File: src/rtl/fifo_stream_drain.sv
// Read-side consumer for synchronous_fifo. It absorbs the FIFO's one-cycle read latency in a
// two-entry buffer and presents the words as a framed valid/ready stream.
module fifo_stream_drain #(
  parameter int unsigned DATA_WIDTH = 8,
  parameter int unsigned PKT_LEN    = 4,
  parameter int unsigned PKT_CNT_W  = 16
) (
  input  logic                  clk,
  input  logic                  rst_n,
  input  logic [DATA_WIDTH-1:0] fifo_data_out,
  input  logic                  fifo_empty,
  output logic                  fifo_r_en,
  output logic [DATA_WIDTH-1:0] m_data,
  output logic                  m_valid,
  input  logic                  m_ready,
  output logic                  m_last,
  output logic [7:0]            beat_idx,
  output logic [PKT_CNT_W-1:0]  pkt_count
);

  localparam logic [7:0] LastIdx = 8'(PKT_LEN - 1);

  logic [1:0]            occ_q, occ_d;
  logic                  inflight_q, inflight_d;
  logic                  rd_ptr_q, rd_ptr_d;
  logic                  wr_ptr_q, wr_ptr_d;
  logic [DATA_WIDTH-1:0] mem_q [2];
  logic [DATA_WIDTH-1:0] mem_d [2];
  logic [7:0]            beat_idx_q, beat_idx_d;
  logic [PKT_CNT_W-1:0]  pkt_count_q, pkt_count_d;
  logic                  pop;
  logic [2:0]            level;

  // Words already buffered or in flight after this cycle's pop; a new pop must keep this below 2.
  always_comb begin
    pop       = (occ_q != 2'd0) & m_ready;
    level     = {1'b0, occ_q} + {2'b00, inflight_q} - {2'b00, pop};
    fifo_r_en = !rst_n & !fifo_empty & (level < 3'd2);
  end

  always_comb begin
    inflight_d  = fifo_r_en;
    occ_d       = level[1:0];
    mem_d       = mem_q;
    wr_ptr_d    = wr_ptr_q;
    rd_ptr_d    = rd_ptr_q;
    beat_idx_d  = beat_idx_q;
    pkt_count_d = pkt_count_q;
    if (inflight_q) begin
      mem_d[wr_ptr_q] = fifo_data_out;
      wr_ptr_d        = ~wr_ptr_q;
    end
    if (pop) begin
      rd_ptr_d = ~rd_ptr_q;
      if (beat_idx_q == LastIdx) begin
        beat_idx_d  = 8'd0;
        pkt_count_d = pkt_count_q + PKT_CNT_W'(1);
      end else begin
        beat_idx_d  = beat_idx_q + 8'd1;
      end
    end
  end

  always_ff @(posedge clk) begin
    if (rst_n) begin
      occ_q       <= 2'd0;
      inflight_q  <= 1'b0;
      rd_ptr_q    <= 1'b0;
      wr_ptr_q    <= 1'b0;
      mem_q[0]    <= '0;
      mem_q[1]    <= '0;
      beat_idx_q  <= 8'd0;
      pkt_count_q <= '0;
    end else begin
      occ_q       <= occ_d;
      inflight_q  <= inflight_d;
      rd_ptr_q    <= rd_ptr_d;
      wr_ptr_q    <= wr_ptr_d;
      mem_q[0]    <= mem_d[0];
      mem_q[1]    <= mem_d[1];
      beat_idx_q  <= beat_idx_d;
      pkt_count_q <= pkt_count_d;
    end
  end

  always_comb begin
    m_valid   = (occ_q != 2'd0);
    m_data    = mem_q[rd_ptr_q];
    m_last    = m_valid & (beat_idx_q == LastIdx);
    beat_idx  = beat_idx_q;
    pkt_count = pkt_count_q;
  end

endmodule

File: config.mk
export PLATFORM = sky130hd
export DESIGN_NAME = fifo_stream_drain
export DESIGN_NICKNAME = d
export VERILOG_FILES = /design/src/rtl/fifo_stream_drain.sv
export SDC_FILE = /design/constraint.sdc
export NUM_CORES = 1
export LEC_CHECK = 0
export BUFFER_PORTS_ARGS = -buffer_cell sky130_fd_sc_hd__buf_4
export CELL_PAD_IN_SITES_DETAIL_PLACEMENT = 0
export CELL_PAD_IN_SITES_GLOBAL_PLACEMENT = 1
export CORE_MARGIN = 4
export CORE_UTILIZATION = 35
export DETAILED_ROUTE_END_ITERATION = 8
export MAX_ROUTING_LAYER = met4
export PLACE_DENSITY_LB_ADDON = 0.1
export SLEW_MARGIN = 20
export SYNTH_ARGS = -nofsm -noshare
export SYNTH_HDL_FRONTEND = slang
export SYNTH_SLANG_ARGS = --single-unit
File: constraint.sdc
create_clock -name clk -period 2.31 [get_ports clk]
set_input_delay 0.462 -clock clk [delete_from_list [all_inputs] [get_ports clk]]
set_output_delay 0.462 -clock clk [all_outputs]
set_load 0.005 [all_outputs]
---- Word-level counts from Yosys, hierarchy flattened ----
Cells that the tools add are included.
cells by class
  add/subtract/negate cells ............... 4
  $mul .................................... 0
  div/mod/pow operators ................... 0
  order comparisons ....................... 4
  eq/ne operators ......................... 1
  shifts and indexed selects .............. 0
  muxes and demuxes ....................... 7
  bitwise operators ....................... 8
  reduce and logical (&&, ||, !) cells .... 5
operator list
  cell                                                 count
  2-to-1 mux 8 bit                                     5
  adder 16 x 1 -> 16 bit (second input constant)       1
  bitwise mux 16 bit                                   1
  adder 8 x 1 -> 8 bit (second input constant)         1
  demux 8 bit (select 1 bit)                           1
  == test 8 x 2 -> 1 bit (second input constant)       1
  bitwise AND 1 bit                                    4
  >= comparator 2 bit (second input constant)          2
  inverter 1 -> 2 bit                                  2
  adder 2 x 1 -> 3 bit                                 1
  < comparator 3 x 2 -> 1 bit (second input constant)  1
  subtractor 3 x 1 -> 3 bit                            1
  logical NOT 1 bit                                    2
  < comparator 2 x 1 -> 1 bit (second input constant)  1
  inverter 1 bit                                       2
  AND reduction 2 bit                                  1
  nonzero test 2 bit                                   1
  logical AND 1 bit                                    1
storage, ports and cells
  flip-flop bits (word level) ............. 45
  bits in latches ......................... 0
  bits in writable memories ............... 0
  bits in read-only memories .............. 0
  input port bits ......................... 12
  output and inout bits ................... 35
  logic and storage cells ................. 37
  memories kept ........................... 0

---- Depth between registers and ports, before layout ----
  word-level depth ........................ 6
  depth in mapped cells ................... 8
  depth with buffers taken out ............ 8

---- Worst setup path after synthesis ----
Ideal clock, no wire load.
  path type ............................... input to output
  start ................................... in m_ready
  end ..................................... out fifo_r_en
  data arrival time ....................... 2022 ps
  data required time ...................... 1848 ps
  slack ................................... -174 ps
  stages .................................. 7
  path buffers ............................ 0
  cells stage by stage .................... o21ai_1 inv_2 ha_1 inv_1 ha_1 fa_1 nor4_1
between the ends
  cells in the longest elaborated chain, start to end .. 4
RTL lines
  item                         RTL line  RTL
  start: declaration           15        input logic m_ready,
  bitwise AND 1 bit            36        pop = (occ_q != 2'd0) & m_ready;
  net pop                      31        logic pop;
  subtractor 3 x 1 -> 3 bit    37        level = {1'b0, occ_q} + {2'b00, inflight_q} - {2'b00, pop};
  net level[1]                 32        logic [2:0] level;
  < comparator 3 x 2 -> 1 bit  38        fifo_r_en = !rst_n & !fifo_empty & (level < 3'd2);
  bitwise AND 1 bit            38
  end: declaration             12        output logic fifo_r_en,
The timed path passes the listed nets, and every way through them passes these cells.

---- Final worst setup path ----
  start ................................... reg occ_q[1]
  end ..................................... out fifo_r_en
between the ends
  cells in the longest elaborated chain, start to end .. 5
  elaborated cells on any way between the ends .. 6
  classes of those cells .................. add/sub (2); order compare (1); bitwise (2); reduce/logical (1)
RTL lines
  item                         RTL line  RTL
  start: declaration           23        logic [1:0] occ_q, occ_d;
  start signal: assignment     66        occ_q <= 2'd0;
  start signal: assignment     75        occ_q <= occ_d;
  nonzero test 2 bit           36
  bitwise AND 1 bit            36
  net pop                      31
  subtractor 3 x 1 -> 3 bit    37
  net level[1]                 32
  < comparator 3 x 2 -> 1 bit  38
  bitwise AND 1 bit            38
The timed path passes the listed nets, and every way through them passes these cells.

==> impl_results.md <==
- Max Clk Rate: 0.385 GHz
- CTS Hold Bufs: 0
- Clock sink count: 45
- Number of maximum-capacitance violations: 0
- Via/cell ratio: around 5
- Post-DRT Antenna Nets: 0
- Die ar.: 7050 sq um
- Initial core utilization: 36.4%
- Internal power summed over all cells: roughly 1500 uW
- Seq pwr share: 43.1%
- Clock Skews: approximately 0.0057 ns
- Syn Nets: 250
- Sequential area share after synthesis: around 45%
- Cells after Synth: roughly 230
- CTS tree: built
- Summed area of non-filler cells in the final layout: 2720 sq um
- Count of routing violations after the opening detailed-route iteration: 60
- Number of buffers created by CTS: 5
- Maximum count of clock buffers along a single path: 2
- Net count, final: ~310
- H-Tree Level Count: 2
- Setup violations, final: 1
- Post-Synthesis Mean Instance Area: 8.67 sq um
- Detailed Route WL: 4.89 mm
- Switching component of the power: 634 uW
- Clock tree root buffer cell: clkbuf_8
- Routed wirelength normalized by instance count: 13.3 um
- Half-perimeter wire length of the detailed placement result: 3.50 mm
- Required time reported for the critical path endpoint: 1.85 ns
- Least-Margin Pin Slew: a little under 0.6 ns
- Drc violations: 0
- Worst Slack Setup Final: -0.290 ns
- Synthesized flop and latch total: 45
- Path depth of the worst reg2reg path: 5
- Number of antenna cells inserted: 0
- Largest net degree at the start of global routing: 29
- Hold_ws: around 0.33 ns
- Crit path cell chain: o21ai_4 > inv_4 > ha_4 > inv_2 > ha_4 > fa_1 > nor4_2 > buf_4
- Time the worst path needs with I/O delays and setup: roughly 2.6 ns
- CP Capture Type: output port
- Std-Cell Rows: 27
- Most frequently used flop master after synthesis: dfxtp_1
- Number of I/O pins: 47
- Switching share of power: 29.2%
- Count of different cell masters after synthesis: 33
- Number of global-route vias before repair: between 1500 and 2000
- Number of warnings reported in the yosys synthesis log: 0
- Logic pwr share: 28.1%
- Worst-skew pair later-pin latency: around 0.30 ns
- Tot GR Track Use: approximately 15%
- Die Y: 84.0 um
- Synthesis-to-layout area growth: 34.9%
- RSZ-0062 raised after global routing: true
- First-pass GRT wire length: between 8 and 9 mm
- Largest fanout of any net on the critical path: 2
- Kind of path behind the tightest hold check: in2reg
- Nature of the critical path startpoint: register
- Worst-path clk slew: ~0.090 ns
- Reg2Reg Setup Slack: 0.16 ns
- Proportion of register bits with asynchronous set or reset after synthesis: 0%
- Violations in the final reports: negative setup slack
- Area after detailed placement: 2580 sq um
- Worst hold path stage count: 2
- Area of the core: 5540 sq um
- Fraction of layout cells with a size suffix above 1: 33.9%
- Total power per unit cell area: 797 nW/um^2
- Cell leakage power: 0.00107 uW
- Clock Power Share: 28.8%
- Slowest-stage cell, CP: fa_1
- CP dominant cell by count: ha_4
- Aggregate global routing overflow: 0
- CP arrival: 2.14 ns
- Total number of vias: 1835
- Final count of hold timing violations: 0
- Outcome: complete, but fails checks
- Critical path's largest stage delay: between 0.4 and 0.5 ns
- Maximum vdd drop: 0.624 mV
- Number of max-slew violations in the final report: 0
- Number of port buffers: 46
- Placer Congestion: 0.735
- Period utilisation layout: 113%
- Horizontal extent of the die: 84.0 um
- Antenna violations before repair: 0
- Fill count: around 580
- Headroom to the max-slew limit: 61.3%
- DR pass1 iterations: 4
- Combined area of all synthesized cells: just over 2000 sq um
- Critical path class: reg2out
- Number of synthesized flops with an enable pin: 0
==> layer usage <==
layer | up-vias | GRT usage, % | wire length [um]
li1 | 944 | - | -
met1 | 847 | 17.9 | 2320
met2 | 36 | 24.3 | 2300
met3 | 8 | 3.95 | 194
met4 | 0 | 4.09 | 72
met5 | - | - | 0
==> power by group through the flow <==
stage | registers (uW) | logic, uW | clock network, uW
6_report | 935 | 610 | 627
5_1_grt | 949 | 685 | 677
4_1_cts | 937 | 621 | 651
3_5_place_dp | 955 | 585 | 0
3_3_place_gp | 952 | 582 | 0
2_1_floorplan | 920 | 359 | 0
==> placed cells by master, fill, tap and decap left out, drive strengths merged, types with 7 or more instances in the layout <==
cell,n
mux2,10
buf,64
nand2,38
xor2,8
dfxtp,45
nand3,14
nor2,9
a21oi,28
inv,7
nor3,9
==> critical path: cells and delay by family, from the launching register on <==
family	cells	cell delay [ns]
compound gates	1	0.17
flops	1	0.34
buf+inv	3	0.23
fa+ha+maj	3	0.87
simple gates	1	0.23
==> registers in the layout, summed over array words and instances, names as in the netlist <==
name and flops:
rd_ptr_q 1, wr_ptr_q 1, beat_idx 8, mem_q 16, occ_q 2, inflight_q 1
pkt_count 16
==> layout make-up <==
type	instances	area, sq um	share of cell area, %
Inverter	7	28.8	1.06
Timing Repair Buffer	64	480	17.6
Multi-Input combinational cell	171	1100	40.3
Tap cell	72	90.1	3.31
Clock inverter	2	37.5	1.38
Sequential cell	45	906	33.3
Clock buffer	6	82.6	3.03
==> cells by family after synthesis <==
family | count (synthesis) | synth area share [%]
DFF | 45 | 44.6
buffers and inverters | 17 | 3.53
AOI/OAI and AO/OA | 39 | 10.6
and+or+nand+nor | 104 | 26.6
muxes | 10 | 5.58
xor gates and xnor gates | 13 | 5.64
adders and majority gates | 5 | 3.47
==> per-stage QoR <==
stage,utilization (%),setup slack [ns],TNS (ns),instances,total power [uW]
global route,49.2,-0.400,-0.400,367,2310
floorplan,-,-0.0110,-0.0110,233,1280
CTS,49.1,-0.308,-0.308,367,2210
detailed placement,46.6,-0.208,-0.208,358,1540
finish,49.2,-0.290,-0.290,367,2170
global placement,46.6,-0.207,-0.207,358,1530
==> cell usage after synthesis (3+ instances only) <==
cell | count | area [sq um]
dfxtp_1 | 45 | 901
nand2_1 | 38 | 143
a21oi_1 | 28 | 140
nand3_1 | 14 | 70.1
mux2_2 | 10 | 113
nor2_1 | 9 | 33.8
clkbuf_1 | 8 | 30.0
nor3_1 | 8 | 40.0
xor2_1 | 8 | 70.1
inv_1 | 6 | 22.5
nand4_1 | 6 | 37.5
o31ai_1 | 5 | 37.5
or3_1 | 5 | 31.3
or4_1 | 5 | 37.5
xnor2_1 | 5 | 43.8
and3_1 | 4 | 25.0
ha_1 | 4 | 50.1
nor4_1 | 4 | 25.0
o21ai_0 | 4 | 20.0
nor2b_1 | 3 | 18.8
==> timing repair <==
action | in CTS | in global routing
endpoints found under the setup margin | 1 | 5
pin swaps | 4 | 1
gates resized for setup | 1 | 1
setup buffers | 1 | 0
==> worst paths after layout <==
path | startpoint | endpoint
worst max register to register | beat_idx[1] | pkt_count[13]
worst min-delay path | fifo_empty | inflight_q
worst min register to register | mem_q[4] | mem_q[4]
worst max-delay path | occ_q[1] | fifo_r_en
No activity file was read; power rests on OpenSTA's default activity.
